===== src/rtl/if_fetch_unit.sv =====
// Instruction-fetch stage: issues one-at-a-time reads to instruction memory,
// buffers returned words in a 2-entry FIFO toward decode, and drives the PC register's old_pc.
module if_fetch_unit #(
    parameter int ADDR_W     = 32,
    parameter int DATA_W     = 32,
    parameter int FIFO_DEPTH = 2
) (
    input  logic              clk,
    input  logic              reset,
    input  logic [ADDR_W-1:0] pc_in,
    input  logic              redirect,
    output logic [ADDR_W-1:0] pc_feedback,
    output logic              imem_req,
    output logic [ADDR_W-1:0] imem_addr,
    input  logic              imem_ack,
    input  logic              imem_rvalid,
    input  logic [DATA_W-1:0] imem_rdata,
    output logic              id_valid,
    output logic [DATA_W-1:0] id_instr,
    output logic [ADDR_W-1:0] id_pc,
    output logic              id_misaligned,
    input  logic              id_ready
);

    typedef enum logic [1:0] {IDLE = 2'd0, WAIT = 2'd1, DRAIN = 2'd2} state_t;

    state_t            state_q, state_d;
    logic [ADDR_W-1:0] pend_pc_q, pend_pc_d;
    logic              mis_hold_q, mis_hold_d;
    logic [1:0]        count_q, count_d;
    logic              wr_ptr_q, wr_ptr_d;
    logic              rd_ptr_q, rd_ptr_d;

    logic              pop, resp_push, mis_push, push, fetch_ok, issue_state, ack;
    logic [2:0]        occ;
    logic [DATA_W-1:0] push_instr;
    logic [ADDR_W-1:0] push_pc;
    logic              push_mis;

    logic [DATA_W-1:0] ent_instr [FIFO_DEPTH];
    logic [ADDR_W-1:0] ent_pc    [FIFO_DEPTH];
    logic              ent_mis   [FIFO_DEPTH];

    // occ counts the response landing this cycle so the next request can never overfill the FIFO.
    always_comb begin
        pop         = (count_q != 2'd0) && id_ready;
        resp_push   = (state_q == WAIT) && imem_rvalid && !redirect;
        occ         = 3'(count_q) - 3'(pop) + 3'(resp_push);
        issue_state = (state_q == IDLE) || resp_push;
        fetch_ok    = !reset && !redirect && !mis_hold_q && issue_state
                      && (occ < 3'(FIFO_DEPTH));
        imem_req    = fetch_ok && (pc_in[1:0] == 2'b00);
        mis_push    = fetch_ok && (pc_in[1:0] != 2'b00) && (state_q == IDLE);
        ack         = imem_req && imem_ack;
        push        = resp_push || mis_push;
        push_instr  = resp_push ? imem_rdata : '0;
        push_pc     = resp_push ? pend_pc_q : pc_in;
        push_mis    = !resp_push;
    end

    assign imem_addr     = pc_in;
    assign pc_feedback   = ack ? pc_in : pc_in - ADDR_W'(4);
    assign id_valid      = (count_q != 2'd0);
    assign id_instr      = ent_instr[rd_ptr_q];
    assign id_pc         = ent_pc[rd_ptr_q];
    assign id_misaligned = ent_mis[rd_ptr_q];

    always_comb begin
        count_d  = count_q;
        wr_ptr_d = wr_ptr_q;
        rd_ptr_d = rd_ptr_q;
        if (redirect) begin
            count_d  = 2'd0;
            wr_ptr_d = 1'b0;
            rd_ptr_d = 1'b0;
        end else begin
            if (push) wr_ptr_d = ~wr_ptr_q;
            if (pop)  rd_ptr_d = ~rd_ptr_q;
            count_d = 2'(3'(count_q) + 3'(push) - 3'(pop));
        end
    end

    for (genvar gi = 0; gi < FIFO_DEPTH; gi++) begin : g_entry
        logic [DATA_W-1:0] instr_q, instr_d;
        logic [ADDR_W-1:0] pc_q, pc_d;
        logic              mis_q, mis_d;

        always_comb begin
            instr_d = instr_q;
            pc_d    = pc_q;
            mis_d   = mis_q;
            if (push && (wr_ptr_q == 1'(gi))) begin
                instr_d = push_instr;
                pc_d    = push_pc;
                mis_d   = push_mis;
            end
        end

        always_ff @(posedge clk) begin
            if (reset) begin
                instr_q <= '0;
                pc_q    <= '0;
                mis_q   <= 1'b0;
            end else begin
                instr_q <= instr_d;
                pc_q    <= pc_d;
                mis_q   <= mis_d;
            end
        end

        assign ent_instr[gi] = instr_q;
        assign ent_pc[gi]    = pc_q;
        assign ent_mis[gi]   = mis_q;
    end

    // A redirect with data arriving the same cycle retires the outstanding read, so nothing is left to drain.
    always_comb begin
        state_d    = state_q;
        pend_pc_d  = ack ? pc_in : pend_pc_q;
        mis_hold_d = mis_hold_q;
        if (redirect)      mis_hold_d = 1'b0;
        else if (mis_push) mis_hold_d = 1'b1;
        unique case (state_q)
            IDLE:    if (ack) state_d = WAIT;
            WAIT: begin
                if (redirect)         state_d = imem_rvalid ? IDLE : DRAIN;
                else if (imem_rvalid) state_d = ack ? WAIT : IDLE;
            end
            DRAIN:   if (imem_rvalid) state_d = IDLE;
            default: state_d = IDLE;
        endcase
    end

    always_ff @(posedge clk) begin
        if (reset) begin
            state_q    <= IDLE;
            pend_pc_q  <= '0;
            mis_hold_q <= 1'b0;
            count_q    <= 2'd0;
            wr_ptr_q   <= 1'b0;
            rd_ptr_q   <= 1'b0;
        end else begin
            state_q    <= state_d;
            pend_pc_q  <= pend_pc_d;
            mis_hold_q <= mis_hold_d;
            count_q    <= count_d;
            wr_ptr_q   <= wr_ptr_d;
            rd_ptr_q   <= rd_ptr_d;
        end
    end

    always_ff @(posedge clk) begin
        if (!reset) assert (!(push && !pop && count_q == 2'(FIFO_DEPTH)));
    end

endmodule


===== config.mk =====
export PLATFORM = sky130hd
export DESIGN_NAME = if_fetch_unit
export DESIGN_NICKNAME = d
export VERILOG_FILES = /design/src/rtl/if_fetch_unit.sv
export SDC_FILE = /design/constraint.sdc
export NUM_CORES = 1
export LEC_CHECK = 0
export CORE_MARGIN = 8
export CORE_UTILIZATION = 50
export DETAILED_ROUTE_END_ITERATION = 8
export GPL_TIMING_DRIVEN = 0
export PLACE_DENSITY = 0.88
export RECOVER_POWER = 50
export SYNTH_ARGS = -nofsm -noshare
export SYNTH_HDL_FRONTEND = slang
export SYNTH_SLANG_ARGS = --single-unit
export TNS_END_PERCENT = 20

===== constraint.sdc =====
create_clock -name clk -period 13.8 [get_ports clk]
set_input_delay 3.45 -clock clk [delete_from_list [all_inputs] [get_ports clk]]
set_output_delay 3.45 -clock clk [all_outputs]
set_load 0.005 [all_outputs]

# Word level (Yosys, flattened, before mapping)
# Cells that the tools add are included.
dict set report word_totals {
  reg_bits 169
  output_inout_bits 131
  wordCells 71
  inputBits 70
}
dict set report op_classes {
  bitwise_logic 3
  n_lt_le_gt_ge 2
  muxes 19
  add_sub_neg 5
  reduce_logical 25
  eq_ne 5
}
# cell n
set op_table {}
lappend op_table {{$mux W32} 9}
lappend op_table {{$sub A32 B3 Y32 const B} 1}
lappend op_table {{$logic_and A1 B1 Y1} 13}
lappend op_table {{$mux W2} 5}
lappend op_table {{$pmux W2 S3} 1}
lappend op_table {{$logic_not A1 Y1} 4}
lappend op_table {{$logic_not A2 Y1} 2}
lappend op_table {{$mux W1} 4}
lappend op_table {{$ne A2 B2 Y1 const B} 2}
lappend op_table {{$reduce_bool A2 Y1} 2}
lappend op_table {{$add A3 B1 Y3} 1}
lappend op_table {{$lt A3 B2 Y1 const B} 1}
lappend op_table {{$ne A3 B3 Y1 const B} 1}
lappend op_table {{$reduce_and A3 Y1} 1}
lappend op_table {{$sub A2 B1 Y3} 1}
lappend op_table {{$add A2 B1 Y2} 1}
lappend op_table {{$eq A2 B1 Y1 const B} 1}
lappend op_table {{$eq A2 B2 Y1 const B} 1}
lappend op_table {{$ge A2 B2 Y1 const B} 1}
lappend op_table {{$logic_or A1 B1 Y1} 2}
lappend op_table {{$not A1 Y1} 2}
lappend op_table {{$not A1 Y2} 1}
lappend op_table {{$reduce_or A2 Y1} 1}
lappend op_table {{$sub A2 B1 Y2} 1}

# Logic depth before layout (Yosys ltp)
# Gate-level depths: netlist (run 1).
dict set report logic_depth {
  depth_word 12
  ltp_mapped 18
  ltp_nobuf 15
}

# Least setup slack after synthesis (run 1)
# OpenSTA, ideal clock, no wires.
dict set report synth_timing {
  path_type {input-to-output}
  startpoint {input redirect}
  endpoint {output pc_feedback[28]}
  setup_slack_ps 4107
  required_ps 10350
  cell_stages 14
  arrival_ps 6243
  n_path_buf 3
  cell_sequence {buf_2 -> nand2b_1 -> nor2_1 -> inv_2 -> buf_2 -> ha_1 -> nand2b_1 -> fa_1 -> nand2b_1 -> a2111oi_2 -> a21oi_1 -> clkbuf_1 -> nand4b_1 -> xnor2_1}
}
dict set report synth_via {
  elab_chain_len 8
  word_cells_on_any_way 12
  cone_classes {add/sub: 1; order compare: 1; mux: 1; reduce/logical: 9}
}
# item line_no
set synth_rtl {}
lappend synth_rtl {{start, declared} 11} ;# input logic redirect,
lappend synth_rtl {{$logic_not A1 Y1 (*)} {47, 50}}
lappend synth_rtl {{$logic_and A1 B1 Y1 (on tied branches)} {47, 50}}
lappend synth_rtl {{$add A3 B1 Y3 (tied with other cells)} 48} ;# occ = 3'(count_q) - 3'(pop) + 3'(resp_push);
lappend synth_rtl {{$lt A3 B2 Y1 or $logic_and A1 B1 Y1 (tied branches)} {51, 50}}
lappend synth_rtl {{$logic_and A1 B1 Y1 (*)} 51} ;# && (occ < 3'(FIFO_DEPTH));
lappend synth_rtl {{$logic_and A1 B1 Y1 (*)} 52} ;# imem_req = fetch_ok && (pc_in[1:0] == 2'b00);
lappend synth_rtl {{$logic_and A1 B1 Y1 (*)} 54} ;# ack = imem_req && imem_ack;
lappend synth_rtl {{$mux W32 (*)} 62} ;# assign pc_feedback = ack ? pc_in : pc_in - ADDR_W'(4);
lappend synth_rtl {{end, declared} 12} ;# output logic [ADDR_W-1:0] pc_feedback,
# Mark *: on every way between the ends. The rest lies on a longest branch, timed or not.

# Final worst setup path (run 1)
dict set report layout_timing {
  startpoint {input imem_rvalid}
  endpoint {output pc_feedback[13]}
}
dict set report layout_via {
  elab_chain_len 8
  word_cells_on_any_way 10
  cone_classes {add/sub: 1; order compare: 1; mux: 1; reduce/logical: 7}
}
# item line_no
set layout_rtl {}
lappend layout_rtl {{start, declared} 16} ;# input logic imem_rvalid,
lappend layout_rtl {{$logic_and A1 B1 Y1 (*) (2 in series)} 47} ;# resp_push = (state_q == WAIT) && imem_rvalid && !redirect;
lappend layout_rtl {{$add A3 B1 Y3 or $logic_or A1 B1 Y1 (tied branches)} {48, 49}}
lappend layout_rtl {{$lt A3 B2 Y1 or $logic_and A1 B1 Y1 (tied branches)} {51, 50}}
lappend layout_rtl {{$logic_and A1 B1 Y1 (*)} 51}
lappend layout_rtl {{$logic_and A1 B1 Y1 (*)} 52}
lappend layout_rtl {{$logic_and A1 B1 Y1 (*)} 54}
lappend layout_rtl {{$mux W32 (*)} 62}
# Marks and branches as above.

==> results of run 1 <==
-- power by group --
part           internal (mW)  leakage [nW]  switching (mW)
clock                  0.302         0.309           0.204
combinational         0.0794          2.40          0.0754
sequential             0.499          1.37         0.00576
-- area by class of cell --
type                            instances  area (um2)
Antenna cell                            1       2.502
Buffer                                108       540.5
Clock buffer                           20       466.7
Clock inverter                         12       162.7
Fill cell                            1173        4951
Inverter                                6       22.52
Multi-Input combinational cell        671        4056
Sequential cell                       169        3383
Tap cell                              216       270.3
Timing Repair Buffer                  197        1972
-- sequential cells by signal, summed over array words and instances, names as in the netlist --
| register | flops |
|---|---|
| pend_pc_q | 32 |
| g_entry.pc_q | 64 |
| g_entry.instr_q | 64 |
| count_q | 2 |
| rd_ptr_q | 1 |
| mis_hold_q | 1 |
| state_q | 2 |
| g_entry.mis_q | 2 |
| wr_ptr_q | 1 |
-- how the worst max path moves through the flow --
stage	startpoint	to	slack, ps	cells past startpoint
floorplan	redirect	pc_feedback[28]	4110	14
global placement	imem_rvalid	pc_feedback[13]	2700	14
detailed placement	imem_rvalid	pc_feedback[13]	2620	14
CTS	imem_rvalid	pc_feedback[13]	2580	14
global route	imem_rvalid	pc_feedback[13]	1340	14
finish	imem_rvalid	pc_feedback[13]	1470	14
-- layer usage --
metal  vias to the layer above  global-route usage, %  share of wire (%)
li1                       3681                      -                  -
met2                       408                  42.31                 49
met5                         -                      0                  0
met3                        77                  6.177                8.2
met4                         0                  13.03                3.9
met1                      3788                  28.37                 39
-- per-stage QoR --
step | utilization, % | instance area (um2) | hold slack (ps) | power [mW]
finish | 68.72 | 10880 | 454.5 | 1.165
global route | 68.72 | 10880 | 471.1 | 1.201
CTS | 68.92 | 10910 | 452.5 | 1.169
detailed placement | 64.94 | 10280 | 443.6 | 0.6720
global placement | 64.94 | 10280 | 436.0 | 0.6688
floorplan | - | 8036 | 429.4 | 0.5842
-- cell families (layout without fill, tap and decap cells) --
group | Yosys count | after routing
AOI/OAI and AO/OA | 114 | 114
xor gates and xnor gates | 34 | 34
adders and majority gates | 5 | 5
buffers and inverters | 114 | 343
DFF | 169 | 169
muxes | 96 | 96
other | 0 | 1
and+or+nand+nor | 422 | 422
-- worst reg2reg max path, delay by kind of cell, from the launching register on --
| family | cells | cell delay [ps] |
|---|---|---|
| AND/OR/NAND/NOR | 6 | 870 |
| buffers and inverters | 4 | 1570 |
| adder cells (fa/ha/maj) | 2 | 880 |
| flip-flops | 1 | 410 |
| AO/OA/AOI/OAI | 2 | 1210 |
-- cell usage after synthesis (5+ instances only) --
cell,count,area (um2)
dfxtp_1,169,3383
nor2_1,169,634.4
nand2_1,100,375.4
mux2_2,95,1070
nor3_1,73,365.4
a21oi_1,67,335.3
clkbuf_1,56,210.2
nand3_1,40,200.2
buf_4,36,270.3
a32oi_1,32,280.3
xnor2_1,24,210.2
buf_2,16,80.08
xor2_1,10,87.58
a211oi_1,7,52.55
nand2b_1,5,31.28
nand3b_1,5,37.54
nor3b_1,5,37.54
nor4_1,5,31.28
==> results.ini, run 1 <==
[run_status]
status=finished clean

[timing]
setup_slack_ps=1467
hold_violations=0
post-route-min-period_ps=12330
setup_viol=0
fmax_mhz=81.08
slew_violations=0
rsz0062_at_grt=no
tns_ps=0
worst_slew_pin_slew_ps=1389
maxSlewHeadroom_pct=6.423
fin_crit_sh_pct=89.37
skew_ps=8.831

[job]
timing.max_cap.violations=0

[global_route]
grtUsageTotal_pct=24.89
antenna_found_initial=1
grt_overflow=0
grt_pass1_wl_mm=40.27
grt_start_max_net_pins=17
first_global_vias=7897

[clock_tree]
post-cts-setup-buffer-count=0
cts_tree=yes
cts_root_buf=clkbuf_16
cts.sinks=169
cts.htree.levels=4
cts_buffers=17
post_cts_resize_count=0
cts_buffer_depth=2
ctsHoldBuffers=0
clk_pin_slew_ps=60
clk_latency_ps=440

[synth]
ys_ff_latch=169
synth_top_family_by_area=simple AND/OR/NAND/NOR gates
synth_edf_count=0
synth_mux_area_share_pct=13.44
synth_fp_nets=1029
syn_inst=954
synth_simple_gate_area_share_pct=23.48
postSynthAreaPerCell_um2=8.424
ys_async_sr_fraction_pct=0
synth-xor-area-share_pct=3.705
synth_compound_area_share_pct=9.155
seq_area_frac_synth_pct=42.10
synth_fa_ha_area_share_pct=0.8719
synth_ff_type=dfxtp_1
ys_types=41
ys_warn_count=0
syn_area_um2=8036

[critical_path]
start_kind=primary input
crit_arrival_ps=8880
ff2ff_setup_slack_ps=8770
cp.buffers_inverters=4
rr_endpoint=pend_pc_q[18]
crit_chain=dlygate4sd3_1 > nand2b_1 > nor2_1 > inv_1 > clkbuf_1 > ha_1 > nand2b_1 > fa_1 > nand2b_1 > a2111oi_0 > a21oi_1 > and3b_1 > xor2_1 > clkdlybuf4s50_1
slowest_stage=a2111oi_0
cp_max_fo=10
cp_common_cell=nand2b_1
setup.worst_path.end_class=output port
cp.required_ps=10350
reg2reg_depth=14
critPathKind=primary input to output port
critical_path.max_stage_delay_ps=1020
path_delay_family=buffers and inverters
r2r_start=state_q[1]

[floorplan]
pin_count=201
die-height_um=142.8
rows=46
core_area_um2=15830
die_w_um=142.8
dieArea_um2=20390
start_util_pct=50.77

[power]
ir_drop_mv=0.09483
leakagePower_nw=4.072
power-per-cell-area_nw_per_um2=107.1

[final_layout]
area_growth_pct=35.34
layout-drive-gt1-share_pct=13.78
fin_cells=1400
layout_common_cells=169 x nor2_1, 169 x dfxtp_1, 143 x clkdlybuf4s50_1, 100 x nand2_1, 82 x mux2_2
finalNetCount=1245

[drt]
dr.pass1.iters=5
wl_mm=25.88
post_drt_wl_per_cell_um=18.49
vias=7954
drtIter0Drc=676
drc=0
drtAntennaViolNets=0
viasPerCell=5.681

[placement]
place_congestion=0.8642
dp_hpwl_mm=18.32
place_ws_ps=2619
dpl.cell_count=1367
place.port_buffers=197

[worst_hold_path]
holdPathEnd=pend_pc_q[5]
holdCritStartpoint=pend_pc_q[5]
hp-class=register to register
min_path_cells=2

(Power assumes the default switching activity.)
==> inputs of run 2 (changes only) <==
Settings changed: CTS_CLUSTER_DIAMETER from default to 40, HOLD_SLACK_MARGIN from default to 0.05.
Clock period 13.8 ns to 12.35 ns, I/O delays scaled along.
==> run 2 against run 1 <==
Effect of this change: power is 12% higher; critical path type unchanged; flip-flop and latch count stayed put; largest power group is now the clock network; core utilization is essentially flat; hold slack barely moved.
==> results.ini, run 2 (synthesized netlist as in run 1, its figures left out) <==
[global_route]
first_global_vias=7897  ; unchanged
grt_overflow=0  ; unchanged
grtUsageTotal_pct=24.89  ; unchanged
antenna_found_initial=1  ; unchanged
grt_start_max_net_pins=17  ; unchanged
grt_pass1_wl_mm=40.27  ; unchanged

[clock_tree]
cts_buffer_depth=2  ; unchanged
cts.htree.levels=4  ; unchanged
ctsHoldBuffers=0  ; unchanged
cts_tree=yes
cts_buffers=17  ; unchanged
clk_pin_slew_ps=60  ; about the same
clk_latency_ps=440  ; about the same
cts_root_buf=clkbuf_16
post-cts-setup-buffer-count=0  ; unchanged
cts.sinks=169  ; unchanged
post_cts_resize_count=0  ; unchanged

[timing]
maxSlewHeadroom_pct=6.344  ; -0.079 points
hold_violations=0  ; unchanged
fmax_mhz=91.23
slew_violations=0  ; unchanged
tns_ps=0  ; unchanged
skew_ps=8.847  ; +0.01677 ps
worst_slew_pin_slew_ps=1390  ; +1.177 ps
fin_crit_sh_pct=88.76
post-route-min-period_ps=10960
setup_viol=0  ; unchanged
rsz0062_at_grt=no
setup_slack_ps=1388  ; -78.22 ps

[drt]
dr.max_layer_used=met4
dr.pass1.iters=5  ; unchanged
wirelength_met1_mm=10.12  ; +0.86%
met3WireLength_mm=2.088  ; -1.5%
wl_mm=25.86  ; about the same
post_drt_wl_per_cell_um=18.47  ; about the same
vias=7946  ; -0.10%
wl_met2_mm=12.66  ; -0.34%
viasPerCell=5.676  ; -0.10%
drtAntennaViolNets=0  ; unchanged
drtIter0Drc=607  ; -10%
drc=0  ; unchanged

[job]
timing.max_cap.violations=0  ; unchanged

[final_layout]
fin_cells=1400  ; unchanged
layout-drive-gt1-share_pct=13.86  ; +0.085 points
finalNetCount=1245  ; unchanged
layout_common_cells=169 x nor2_1, 169 x dfxtp_1, 142 x clkdlybuf4s50_1, 100 x nand2_1, 82 x mux2_2
area_growth_pct=35.42  ; about the same
finalCoreUtilization_pct=68.76  ; about the same
top_regs=g_entry.instr_q x64, g_entry.pc_q x64, pend_pc_q x32
fillerInstances=1174  ; +0.085%

[placement]
place_ws_ps=1894  ; -725.0 ps
place_congestion=0.8642  ; unchanged
dp_hpwl_mm=18.32  ; unchanged
dpl.cell_count=1367  ; unchanged
place.port_buffers=197  ; unchanged

[floorplan]
rows=46  ; unchanged
pin_count=201  ; unchanged
die-height_um=142.8  ; unchanged
core_area_um2=15830  ; unchanged
start_util_pct=50.77  ; unchanged
die_w_um=142.8  ; unchanged
dieArea_um2=20390  ; unchanged

[critical_path]
start_kind=primary input
cp.required_ps=9260  ; -1090 ps
crit_arrival_ps=7870  ; -1010 ps
r2r_start=state_q[1]
setup.worst_path.end_class=output port
cp_max_fo=10  ; unchanged
crit_path_start=imem_rvalid
critPathKind=primary input to output port

[power]
ir_drop_mv=0.1060  ; +12%
report.power.total_mw=1.302  ; +12%
leakagePower_nw=4.073  ; about the same
power-per-cell-area_nw_per_um2=119.6  ; +12%

[worst_hold_path]
holdCritStartpoint=pend_pc_q[5]
hp-class=register to register

[run_status]
status=finished clean

-- run 2: cell type report --
type | instances | area, um2 | area share (%)
Antenna cell | 1 | 2.502 | 0.02299
Sequential cell | 169 | 3383 | 31.09
Inverter | 6 | 22.52 | 0.2069
Multi-Input combinational cell | 671 | 4063 | 37.33
Timing Repair Buffer | 197 | 1972 | 18.12
Clock buffer | 20 | 466.7 | 4.288
Buffer | 108 | 540.5 | 4.967
Clock inverter | 12 | 162.7 | 1.495
Tap cell | 216 | 270.3 | 2.483
-- run 2: report_power, final --
group / internal, mW / total, mW / switching, mW / leakage (nW)
registers: 0.558 / 0.564 / 0.00647 / 1.37
logic: 0.0888 / 0.173 / 0.0842 / 2.40
clock network: 0.337 / 0.565 / 0.228 / 0.309
total: 0.984 / 1.30 / 0.319 / 4.07
-- run 2: path summary, 6_finish.rpt --
| check | end | slack [ps] | depth (start not counted) |
|---|---|---|---|
| worst max-delay path | pc_feedback[30] | 1390 | 15 |
| worst max register to register | g_entry[0].pc_q[18] | 7490 | 14 |
| worst min-delay path | pend_pc_q[5] | 450 | 2 |
| worst min register to register | pend_pc_q[5] | 450 | 2 |
-- run 2: per-stage QoR --
stage	instance area [um2]	hold slack, ps
finish	10880	454.7
global placement	10280	436.0
detailed placement	10280	443.6
floorplan	8036	429.4
global route	10880	471.1
CTS	10910	452.5
-- run 2: per-layer routing --
metal	vias up	track usage, %
met5	-	0
met4	0	13.03
met3	78	6.177
met2	399	42.31
met1	3789	28.37
li1	3680	-
-- run 2: critical path: stages --
cell,delay (ps)
dlygate4sd3_1,590
nand2b_1,150
nor2_1,90
inv_1,160
clkbuf_1,600
ha_1,360
nand2b_1,160
fa_1,520
nand2b_1,100
a2111oi_2,550
a21oi_1,230
clkbuf_1,370
nand4b_1,230
xnor2_1,130
clkdlybuf4s50_1,540
